**config.mk**
```make
export PLATFORM = sky130hd
export DESIGN_NAME = decode_regfile_flat
export DESIGN_NICKNAME = d
export VERILOG_FILES = /design/src/rtl/y86_pkg.sv /design/src/rtl/decode_regfile_if.sv /design/src/rtl/y86_src_sel.sv /design/src/rtl/decode_regfile.sv /design/src/flat_wrapper.sv
export SDC_FILE = /design/constraint.sdc
export NUM_CORES = 2
export LEC_CHECK = 0
export ABC_CLOCK_PERIOD_IN_PS = 35500
export CAP_MARGIN = 10
export CORE_MARGIN = 2
export CORE_UTILIZATION = 40
export CTS_CLUSTER_SIZE = 12
export DETAILED_ROUTE_END_ITERATION = 16
export PLACE_DENSITY = 0.66
export SYNTH_ARGS = -nofsm -noshare
export SYNTH_HDL_FRONTEND = slang
export SYNTH_HIERARCHICAL = 1
export SYNTH_SLANG_ARGS = --single-unit
```
**constraint.sdc**
```tcl
create_clock -name clk -period 35.5 [get_ports clk]
set_input_delay 5.325 -clock clk [delete_from_list [all_inputs] [get_ports clk]]
set_output_delay 5.325 -clock clk [all_outputs]
set_load 0.01 [all_outputs]
```
**src/rtl/y86_pkg.sv**
```systemverilog
`default_nettype none
// +----------------------------------------------------------------------+
// | Package   : y86_pkg                                                  |
// | Purpose   : Shared Y86-64 constants: instruction codes, the "no      |
// |             register" id and the stack pointer id.                   |
// | Revision  : 1.0  initial release                                     |
// +----------------------------------------------------------------------+
package y86_pkg;

  localparam logic [3:0] I_HALT   = 4'h0;
  localparam logic [3:0] I_NOP    = 4'h1;
  localparam logic [3:0] I_RRMOVQ = 4'h2;
  localparam logic [3:0] I_IRMOVQ = 4'h3;
  localparam logic [3:0] I_RMMOVQ = 4'h4;
  localparam logic [3:0] I_MRMOVQ = 4'h5;
  localparam logic [3:0] I_OPQ    = 4'h6;
  localparam logic [3:0] I_JXX    = 4'h7;
  localparam logic [3:0] I_CALL   = 4'h8;
  localparam logic [3:0] I_RET    = 4'h9;
  localparam logic [3:0] I_PUSHQ  = 4'hA;
  localparam logic [3:0] I_POPQ   = 4'hB;

  localparam logic [3:0] RNONE    = 4'hF;
  localparam logic [3:0] RSP      = 4'h4;

  localparam int unsigned NUM_REGS = 15;

endpackage : y86_pkg
`default_nettype wire

```
**src/rtl/decode_regfile_if.sv**
```systemverilog
`default_nettype none
// +----------------------------------------------------------------------+
// | Interface : decode_regfile_if                                        |
// | Purpose   : Decode request, writeback and registered operand bundle  |
// |             of the decode stage register file.                       |
// | Ports     : dec_valid/icode/rA/rB        decode request              |
// |             wb_valid/wb_dst*/wb_val*     writeback                   |
// |             valA/valB/srcA_q/srcB_q/     registered decode result    |
// |             out_valid                                                |
// | Modports  : master (pipeline side), slave (decode_regfile)           |
// | Revision  : 1.0  initial release                                     |
// +----------------------------------------------------------------------+
interface decode_regfile_if #(
  parameter int W = 64
);

  logic         dec_valid;
  logic [3:0]   icode;
  logic [3:0]   rA;
  logic [3:0]   rB;
  logic         wb_valid;
  logic [3:0]   wb_dstE;
  logic [3:0]   wb_dstM;
  logic [W-1:0] wb_valE;
  logic [W-1:0] wb_valM;
  logic [W-1:0] valA;
  logic [W-1:0] valB;
  logic [3:0]   srcA_q;
  logic [3:0]   srcB_q;
  logic         out_valid;

  modport master (
    output dec_valid, icode, rA, rB,
    output wb_valid, wb_dstE, wb_dstM, wb_valE, wb_valM,
    input  valA, valB, srcA_q, srcB_q, out_valid
  );

  modport slave (
    input  dec_valid, icode, rA, rB,
    input  wb_valid, wb_dstE, wb_dstM, wb_valE, wb_valM,
    output valA, valB, srcA_q, srcB_q, out_valid
  );

endinterface : decode_regfile_if
`default_nettype wire

```
**src/rtl/y86_src_sel.sv**
```systemverilog
`default_nettype none
// +----------------------------------------------------------------------+
// | Module    : y86_src_sel                                              |
// | Purpose   : Combinational source register selection for Y86-64.      |
// | Ports     : icode, rA, rB (in)  -> srcA, srcB (out)                  |
// | Revision  : 1.0  initial release                                     |
// +----------------------------------------------------------------------+
module y86_src_sel
  import y86_pkg::*;
(
  input  wire logic [3:0] icode,
  input  wire logic [3:0] rA,
  input  wire logic [3:0] rB,
  output logic      [3:0] srcA,
  output logic      [3:0] srcB
);

  always_comb begin
    srcA = RNONE;
    unique case (icode)
      I_RRMOVQ, I_RMMOVQ, I_OPQ, I_PUSHQ: srcA = rA;
      I_RET, I_POPQ:                      srcA = RSP;
      default:                            srcA = RNONE;
    endcase
  end

  always_comb begin
    srcB = RNONE;
    unique case (icode)
      I_RMMOVQ, I_MRMOVQ, I_OPQ:          srcB = rB;
      I_CALL, I_RET, I_PUSHQ, I_POPQ:     srcB = RSP;
      default:                            srcB = RNONE;
    endcase
  end

endmodule : y86_src_sel
`default_nettype wire

```
**src/rtl/decode_regfile.sv**
```systemverilog
`default_nettype none
// +----------------------------------------------------------------------+
// | Module    : decode_regfile                                           |
// | Purpose   : Y86-64 decode stage: 15-entry register file with         |
// |             writeback-to-read bypass and registered operands.        |
// | Ports     : clk, rst (async, active-high)                            |
// |             bus : decode_regfile_if.slave (request/writeback/result) |
// | Revision  : 1.0  initial release                                     |
// +----------------------------------------------------------------------+
module decode_regfile
  import y86_pkg::*;
#(
  parameter int           W        = 64,
  parameter logic [W-1:0] RSP_INIT = 64'h0000_0000_0000_0200
) (
  input wire logic         clk,
  input wire logic         rst,
  decode_regfile_if.slave  bus
);

  logic [3:0]         w_srcA;
  logic [3:0]         w_srcB;
  logic [15:0][W-1:0] w_rf;     // id 15 is a hard-wired zero entry
  logic [W-1:0]       w_opA;
  logic [W-1:0]       w_opB;

  logic [W-1:0]       r_valA;
  logic [W-1:0]       r_valB;
  logic [3:0]         r_srcA_q;
  logic [3:0]         r_srcB_q;
  logic               r_out_valid;

  y86_src_sel u_src_sel (
    .icode (bus.icode),
    .rA    (bus.rA),
    .rB    (bus.rB),
    .srcA  (w_srcA),
    .srcB  (w_srcB)
  );

  // One register per id; M is tested first so it wins when both ports
  // target the same register.
  for (genvar gi = 0; gi < NUM_REGS; gi++) begin : g_reg
    localparam logic [3:0]   c_id  = 4'(gi);
    localparam logic [W-1:0] c_rst = (c_id == RSP) ? RSP_INIT : '0;
    logic [W-1:0] r_q;

    always_ff @(posedge clk or posedge rst) begin
      if (rst) begin
        r_q <= c_rst;
      end else if (bus.wb_valid && (bus.wb_dstM == c_id)) begin
        r_q <= bus.wb_valM;
      end else if (bus.wb_valid && (bus.wb_dstE == c_id)) begin
        r_q <= bus.wb_valE;
      end
    end

    assign w_rf[gi] = r_q;
  end : g_reg

  assign w_rf[15] = '0;

  // Read port with bypass: a read of a register being written this cycle
  // returns the value that lands in it (M over E). RNONE never matches a
  // bypass because it must always read as zero.
  function automatic logic [W-1:0] read_port(
    input logic [3:0]         src,
    input logic               wb_valid,
    input logic [3:0]         dstE,
    input logic [3:0]         dstM,
    input logic [W-1:0]       valE,
    input logic [W-1:0]       valM,
    input logic [15:0][W-1:0] rf
  );
    if (src == RNONE)                  return '0;
    else if (wb_valid && dstM == src)  return valM;
    else if (wb_valid && dstE == src)  return valE;
    else                               return rf[src];
  endfunction

  always_comb begin
    w_opA = read_port(w_srcA, bus.wb_valid, bus.wb_dstE, bus.wb_dstM,
                      bus.wb_valE, bus.wb_valM, w_rf);
    w_opB = read_port(w_srcB, bus.wb_valid, bus.wb_dstE, bus.wb_dstM,
                      bus.wb_valE, bus.wb_valM, w_rf);
  end

  // Operand registers hold their last decode while no request is present.
  always_ff @(posedge clk or posedge rst) begin
    if (rst) begin
      r_valA      <= '0;
      r_valB      <= '0;
      r_srcA_q    <= RNONE;
      r_srcB_q    <= RNONE;
      r_out_valid <= 1'b0;
    end else if (bus.dec_valid) begin
      r_valA      <= w_opA;
      r_valB      <= w_opB;
      r_srcA_q    <= w_srcA;
      r_srcB_q    <= w_srcB;
      r_out_valid <= 1'b1;
    end else begin
      r_out_valid <= 1'b0;
    end
  end

  assign bus.valA      = r_valA;
  assign bus.valB      = r_valB;
  assign bus.srcA_q    = r_srcA_q;
  assign bus.srcB_q    = r_srcB_q;
  assign bus.out_valid = r_out_valid;

endmodule : decode_regfile
`default_nettype wire

```
**src/flat_wrapper.sv**
```systemverilog
// flat-port wrapper written by rule: the top's interface ports become plain ports
module decode_regfile_flat import y86_pkg::*;
#(
  parameter int           W        = 64,
  parameter logic [W-1:0] RSP_INIT = 64'h0000_0000_0000_0200
)
  (clk, rst, bus_dec_valid, bus_icode, bus_rA, bus_rB, bus_wb_valid, bus_wb_dstE, bus_wb_dstM, bus_wb_valE, bus_wb_valM, bus_valA, bus_valB, bus_srcA_q, bus_srcB_q, bus_out_valid);
  decode_regfile_if #(.W(W)) bus_i ();
  input wire logic clk;
  input wire logic rst;
  input wire logic [$bits(bus_i.dec_valid)-1:0] bus_dec_valid;
  input wire logic [$bits(bus_i.icode)-1:0] bus_icode;
  input wire logic [$bits(bus_i.rA)-1:0] bus_rA;
  input wire logic [$bits(bus_i.rB)-1:0] bus_rB;
  input wire logic [$bits(bus_i.wb_valid)-1:0] bus_wb_valid;
  input wire logic [$bits(bus_i.wb_dstE)-1:0] bus_wb_dstE;
  input wire logic [$bits(bus_i.wb_dstM)-1:0] bus_wb_dstM;
  input wire logic [$bits(bus_i.wb_valE)-1:0] bus_wb_valE;
  input wire logic [$bits(bus_i.wb_valM)-1:0] bus_wb_valM;
  output wire logic [$bits(bus_i.valA)-1:0] bus_valA;
  output wire logic [$bits(bus_i.valB)-1:0] bus_valB;
  output wire logic [$bits(bus_i.srcA_q)-1:0] bus_srcA_q;
  output wire logic [$bits(bus_i.srcB_q)-1:0] bus_srcB_q;
  output wire logic [$bits(bus_i.out_valid)-1:0] bus_out_valid;
  assign bus_i.dec_valid = bus_dec_valid;
  assign bus_i.icode = bus_icode;
  assign bus_i.rA = bus_rA;
  assign bus_i.rB = bus_rB;
  assign bus_i.wb_valid = bus_wb_valid;
  assign bus_i.wb_dstE = bus_wb_dstE;
  assign bus_i.wb_dstM = bus_wb_dstM;
  assign bus_i.wb_valE = bus_wb_valE;
  assign bus_i.wb_valM = bus_wb_valM;
  assign bus_valA = bus_i.valA;
  assign bus_valB = bus_i.valB;
  assign bus_srcA_q = bus_i.srcA_q;
  assign bus_srcB_q = bus_i.srcB_q;
  assign bus_out_valid = bus_i.out_valid;
  decode_regfile #(.W(W), .RSP_INIT(RSP_INIT)) u_core (.clk(clk), .rst(rst), .bus(bus_i));
endmodule
```
=== After elaboration in Yosys (flattened, before gate mapping) ===
Cells that the tools add are included.

* Bits in registers: 1097
* Bits in latches: 0
* Bits in writable memories: 0
* Memory bits (read-only): 0
* Input port bits: 152
* Output and inout bits: 137
* Logic and storage cells: 162
* Memories kept: 0

* Add/sub/neg operators: 0
* Multipliers: 0
* Div/mod/pow operators: 0
* $lt $le $gt $ge: 2
* Eq/ne operators: 42
* Shift operators: 0
* Multiplexer cells: 43
* Bitwise operators: 0
* Reduce and logical (&&, ||, !) cells: 55

{| class="wikitable"
|+ Operators with widths
! kind !! number
|-
| 64-bit 2-to-1 mux || 38
|-
| 64-bit binary-select mux with 4-bit select || 2
|-
| 4-bit equality test, second input constant || 20
|-
| 4-bit by 3-bit equality test with 1-bit output, second input constant || 11
|-
| 1-bit logical AND || 34
|-
| 2-bit nonzero test || 15
|-
| 4-bit by 2-bit equality test with 1-bit output, second input constant || 5
|-
| 4-bit equality test || 4
|-
| 4-bit one-hot mux with 2 select lines || 2
|-
| 4-bit by 5-bit less-than comparator with 1-bit output, second input constant || 2
|-
| 4-bit by 1-bit equality test with 1-bit output, second input constant || 2
|-
| 4-bit logical NOT || 2
|-
| 4-bit OR reduction || 2
|-
| 3-bit OR reduction || 1
|-
| 2-bit OR reduction || 1
|-
| 1-bit 2-to-1 mux || 1
|}

=== Longest topological paths before layout ===
* Depth in word-level cells: 8
* Mapped depth: 11
* Depth with buffers taken out: 7

=== Cells and area by module ===
Netlist, hierarchy kept.

{| class="wikitable"
|+ By module, submodules not included
! module !! instances !! cells an instance !! area an instance (sq um) !! seq. area each (sq um)
|-
| decode_regfile || 1 || 6681 || 67000.5 || 27462.6
|-
| y86_src_sel || 1 || 21 || 115.1 || 0.0
|}

=== Worst setup path before layout ===
No wires, ideal clock.

* Path kind: in2reg
* Start point: input bus_icode[1]
* End point: register u_core.r_valA[58] (netlist: u_core/bus.valA[58])
* Library setup time: 0.126 ns
* Data arrival time: 7.397 ns
* Required time: 35.374 ns
* Path slack: 27.977 ns
* Stages: 8
* Buffers on the path: 2
* Path through: or2_1 -> a31oi_1 -> buf_4 -> buf_2 -> mux4_2 -> a211oi_1 -> a21oi_1 -> a221o_1

* Word-level cells in the longest chain between the ends: 8
* Elaborated cells on any way between the ends: 19
* Those cells by class: 9 x eq/ne; 6 x mux; 4 x reduce/logical

{| class="wikitable"
|+ RTL lines
! what !! RTL line !! RTL
|-
| start, declared || flat_wrapper.sv:12 || <nowiki>input wire logic [$bits(bus_i.icode)-1:0] bus_icode;</nowiki>
|-
| 4-bit equality test (tied with other cells) || y86_src_sel.sv:20 || <nowiki>unique case (icode)</nowiki>
|-
| 4-bit OR reduction or 2-bit OR reduction (tied branches) || y86_src_sel.sv:20 ||
|-
| 4-bit one-hot mux with 2 select lines (*) || y86_src_sel.sv:20 ||
|-
| named net u_core.w_srcA[1] || decode_regfile.sv:21 || <nowiki>logic [3:0] w_srcA;</nowiki>
|-
| 64-bit binary-select mux with 4-bit select or 4-bit equality test (tied branches) || decode_regfile.sv:78, decode_regfile.sv:77 ||
|-
| 64-bit 2-to-1 mux (implied by the code) or 1-bit logical AND (tied branches) || decode_regfile.sv:78, decode_regfile.sv:77 ||
|-
| 64-bit 2-to-1 mux || decode_regfile.sv:77 || <nowiki>else if (wb_valid && dstE == src) return valE;</nowiki>
|-
| 64-bit 2-to-1 mux || decode_regfile.sv:76 || <nowiki>else if (wb_valid && dstM == src) return valM;</nowiki>
|-
| 64-bit 2-to-1 mux (*) || decode_regfile.sv:75 || <nowiki>if (src == RNONE) return '0;</nowiki>
|-
| end signal, assigned || decode_regfile.sv:97 || <nowiki>r_valA <= w_opA;</nowiki>
|-
| end, declared || decode_regfile.sv:27 || <nowiki>logic [W-1:0] r_valA;</nowiki>
|}

Mark *: on every way through the listed nets, which the timed path passes. The rest lies on a longest branch. The select of a mux whose other input is x is not followed.
A chain may end at the register's enable or synchronous reset.

=== Final worst setup path ===
* Start point: input bus_icode[0]
* End point: register u_core.r_valB[29] (netlist: u_core/bus.valB[29])

* Word-level cells in the longest chain between the ends: 8
* Elaborated cells on any way between the ends: 20
* Those cells by class: 10 x eq/ne; 6 x mux; 4 x reduce/logical

{| class="wikitable"
|+ RTL lines
! what !! RTL line !! RTL
|-
| 4-bit equality test or 4-bit by 3-bit equality test with 1-bit output (tied branches) || y86_src_sel.sv:29 || <nowiki>unique case (icode)</nowiki>
|-
| 4-bit OR reduction or 3-bit OR reduction (tied branches) || y86_src_sel.sv:29 ||
|-
| 4-bit one-hot mux with 2 select lines (*) || y86_src_sel.sv:29 ||
|-
| named net u_core.w_srcB[1] || decode_regfile.sv:22 || <nowiki>logic [3:0] w_srcB;</nowiki>
|-
| 64-bit binary-select mux with 4-bit select or 4-bit equality test (tied branches) || decode_regfile.sv:78, decode_regfile.sv:77 ||
|-
| 64-bit 2-to-1 mux (implied by the code) or 1-bit logical AND (tied branches) || decode_regfile.sv:78, decode_regfile.sv:77 ||
|-
| 64-bit 2-to-1 mux || decode_regfile.sv:77 ||
|-
| 64-bit 2-to-1 mux || decode_regfile.sv:76 ||
|-
| 64-bit 2-to-1 mux (*) || decode_regfile.sv:75 ||
|-
| end signal, assigned || decode_regfile.sv:98 || <nowiki>r_valB <= w_opB;</nowiki>
|-
| end, declared || decode_regfile.sv:28 || <nowiki>logic [W-1:0] r_valB;</nowiki>
|}

Marked as above.

==> metrics.txt <==
run status=finished, final reports clean; cells after synthesis=6702; Reg2Reg Capture Point=u_core/bus.valB[55]; clock sink count=approximately 1100; Sw Share=31.7%; Arr. time, crit path=10.51 ns; Die ar.=0.171 mm2; Initial Util=between 40% and 50%; DR iter-0 viols=approximately 7000; TritonCTS clock tree=built; worst slew pin tran=around 1.3 ns; Worst EP required=~36 ns; row cnt=150; DRC=0; Core Region=around 0.17 mm2; crit-path leading delay family=buffers and inverters; Final Hold Fails=0; ys async rst share=100%; Worst-Skew Late Latency=~0.8 ns; Clk pin slew, worst setup/hold paths=approximately 0.060 ns; filler instances=between 15000 and 20000; Pint=2.86 mW; post_cts resized=0; Slew Limit Fails=0; max_slew headroom=13.0%; Routed Antenna Nets=0; power density over the cells=56.4 mW/mm2; chip height=~410 um; share of cells above drive strength 1=a little over a tenth; maximum VDD drop=between 0.04 and 0.05 mV; Setup crit start kind=input port; critical path fanouts, max=39; Crit path largest cell delay=0.81 ns; Sequential Power Share=approximately 44%; Layout Nets=approximately 6500; Routed WL=between 200000 and 300000 um; worst reg2reg startpoint=u_core/g_reg[1].r_q[55]; CP endpoint kind=flip-flop; filler-free cell count of the finished design=8667; syn nets=6854; sw power=between 1 and 1.5 mW; Routability Congestion=0.843; RSZ-0062 raised after global routing=no; GRT overflow=0; setup_tns=0 ns; Logic pwr share=26.0%; most used cell, CP=buf_4; CP Cell Sequence=clkdlybuf4s50_1 > nand2_1 > a31oi_4 > buf_4 > buf_4 > buf_4 > mux4_2 > o211ai_1 > o31ai_1 > a221o_1; pin count of the biggest net entering global routing=approximately 150; die width=414 um; initial antenna violation count=9; Util after Layout=44.5%; Fin Clk Skew=approximately 0.031 ns; worst r2r path cells=4; Clk pwr share=between 30% and 40%; Syn Area/Cell=around 10 um2; maxcap violations=0; hold path cells=2; Num CTS Buffers=between 100 and 150; WL/cell=between 20 and 30 um; Root Driver=clkbuf_16; leak pwr=roughly 31 nW; pre-CTS WS=about 25 ns; R2R Setup Slk=approximately 33 ns; Hold Path End=u_core/g_reg[4].r_q[9]; Clock Path Buffers=3; Max H-tree Level=3; Distinct cells, synth=50; vias per cell=approximately 6.4; Synth Cell Area=0.0671 mm2; EDFF count, synth=0; Max Fclk=roughly 0.10 GHz; Synth Register Bits=roughly 1100; WP buf/inv=4; sequential area share after synthesis=approximately 40%; vias in the first global route=between 50000 and 60000; slowest cell on the critical path=clkdlybuf4s50_1; Min-Delay Startpoint=u_core/g_reg[4].r_q[9]; GRT Total Usage=between 20 and 30%; Main synth FF type=dfrtp_1; Hold-fix buffers, CTS=0; Crit Path Class=input port to flip-flop; Final Cycle Share=between 20% and 30%; Setup-failing EPs final=0; DPL Wire Length=approximately 140000 um; First-pass DRT Iterations=7; Tmin final=9.88 ns; fin worst setup slack=25.62 ns; Setup Buffers After CTS=0; YS warnings=6; Area Growth Syn to Fin=10.6%; Hold Path Class=flip-flop to flip-flop; Inst Count DP=~8400; port bufs=288; vias=~56000; # IOs=289; total power=about 4.2 mW; first-pass GRT wire length=around 370000 um
metrics by stage:
| step | hold slack [ns] | cell area (um2) |
|---|---|---|
| detailed placement | 0.558 | 70300 |
| global route | 0.612 | 74200 |
| floorplan | 0.529 | 67100 |
| global placement | 0.554 | 70300 |
| CTS | 0.570 | 74200 |
| finish | 0.570 | 74300 |
area by class of cell:
type | instances | area [um2] | area share [%]
clock inverters | 39 | 414 | 0.558
repair buffers | 410 | 3860 | 5.20
multi-input cells | 4657 | 35900 | 48.4
flip-flops and latches | 1097 | 27500 | 37.0
inverters | 71 | 275 | 0.371
well taps | 2204 | 2760 | 3.71
diodes | 5 | 12.5 | 0.0168
clock buffers | 184 | 3520 | 4.74
registers in the layout, indices dropped and copies added, names as in the netlist:
signal                count
u_core/bus.out_valid      1
u_core/bus.srcA_q         4
u_core/bus.srcB_q         4
u_core/bus.valA          64
u_core/bus.valB          64
u_core/g.r_q            960
Yosys cell counts, types with 72 or more instances:
| cell type | instances | area [um2] |
|---|---|---|
| nor2_1 | 651 | 2440 |
| nand2_1 | 399 | 1500 |
| buf_1 | 103 | 387 |
| a21oi_1 | 704 | 3520 |
| a221o_1 | 192 | 1920 |
| clkbuf_1 | 549 | 2060 |
| mux2i_1 | 1089 | 10900 |
| nor2b_1 | 195 | 1220 |
| dfrtp_1 | 1088 | 27200 |
| mux2_2 | 72 | 811 |
| buf_2 | 154 | 771 |
| a22o_1 | 128 | 1120 |
| mux4_2 | 256 | 5770 |
| a211oi_1 | 191 | 1430 |
| o21ai_0 | 343 | 1720 |
tightest hold or removal path, stage by stage, from the launching register on:
cell and delay (ns):
dfstp_2 0.37, mux2i_1 0.11, o21ai_0 0.08
worst max-delay path by stage:
stage                     slack, ns                       to  cells after the start         start
after floorplan               15.05     u_core/bus.out_valid                      1           rst
after detailed placement      24.91      u_core/bus.valB[29]                     10  bus_icode[0]
after global placement        24.99      u_core/bus.valB[29]                     10  bus_icode[0]
final                         25.62      u_core/bus.valB[29]                     10  bus_icode[0]
after CTS                     25.70      u_core/bus.valB[29]                     10  bus_icode[0]
after global routing          25.53  u_core/g_reg[4].r_q[32]                      7           rst
kinds of logic after synthesis:
kind of cell / count (synthesis) / share of synthesized area, %
AO/OA/AOI/OAI: 1926 / 18.5
XOR/XNOR: 16 / 0.209
buffers and inverters: 948 / 6.03
flip-flops: 1097 / 40.9
multiplexers: 1417 / 26.0
AND/OR/NAND/NOR: 1298 / 8.26
layout by cell type, fill, tap and decap left out, types with 128 or more instances in the layout:
cell / Yosys / final
clkdlybuf4s50_1: 0 / 288
a21oi_1: 704 / 704
mux4_2: 256 / 256
nor2_1: 651 / 649
mux2i_1: 1089 / 1089
a22o_1: 128 / 128
nor2b_1: 195 / 193
a221o_1: 192 / 192
a211oi_1: 191 / 191
o21ai_0: 343 / 343
dfrtp_1: 1088 / 1088
nand2_1: 399 / 393
power by group through the flow:
stage	combinational (mW)	clock (mW)	sequential [mW]
CTS	1.08	1.29	1.81
global route	1.18	1.34	1.86
finish	1.09	1.28	1.82
global placement	1.05	0	1.81
detailed placement	1.08	0	1.83
floorplan	0.799	0	1.76
metal layers:
| layer | track usage [%] | vias to the layer above | wire length (um) |
|---|---|---|---|
| li1 | - | 23800 | - |
| met1 | 38.1 | 27800 | 99700 |
| met2 | 45.6 | 3399 | 115000 |
| met3 | 7.24 | 844 | 27100 |
| met4 | 14.0 | 6 | 13500 |
| met5 | 0 | - | 42 |
Power figures use the tool's default switching activity.
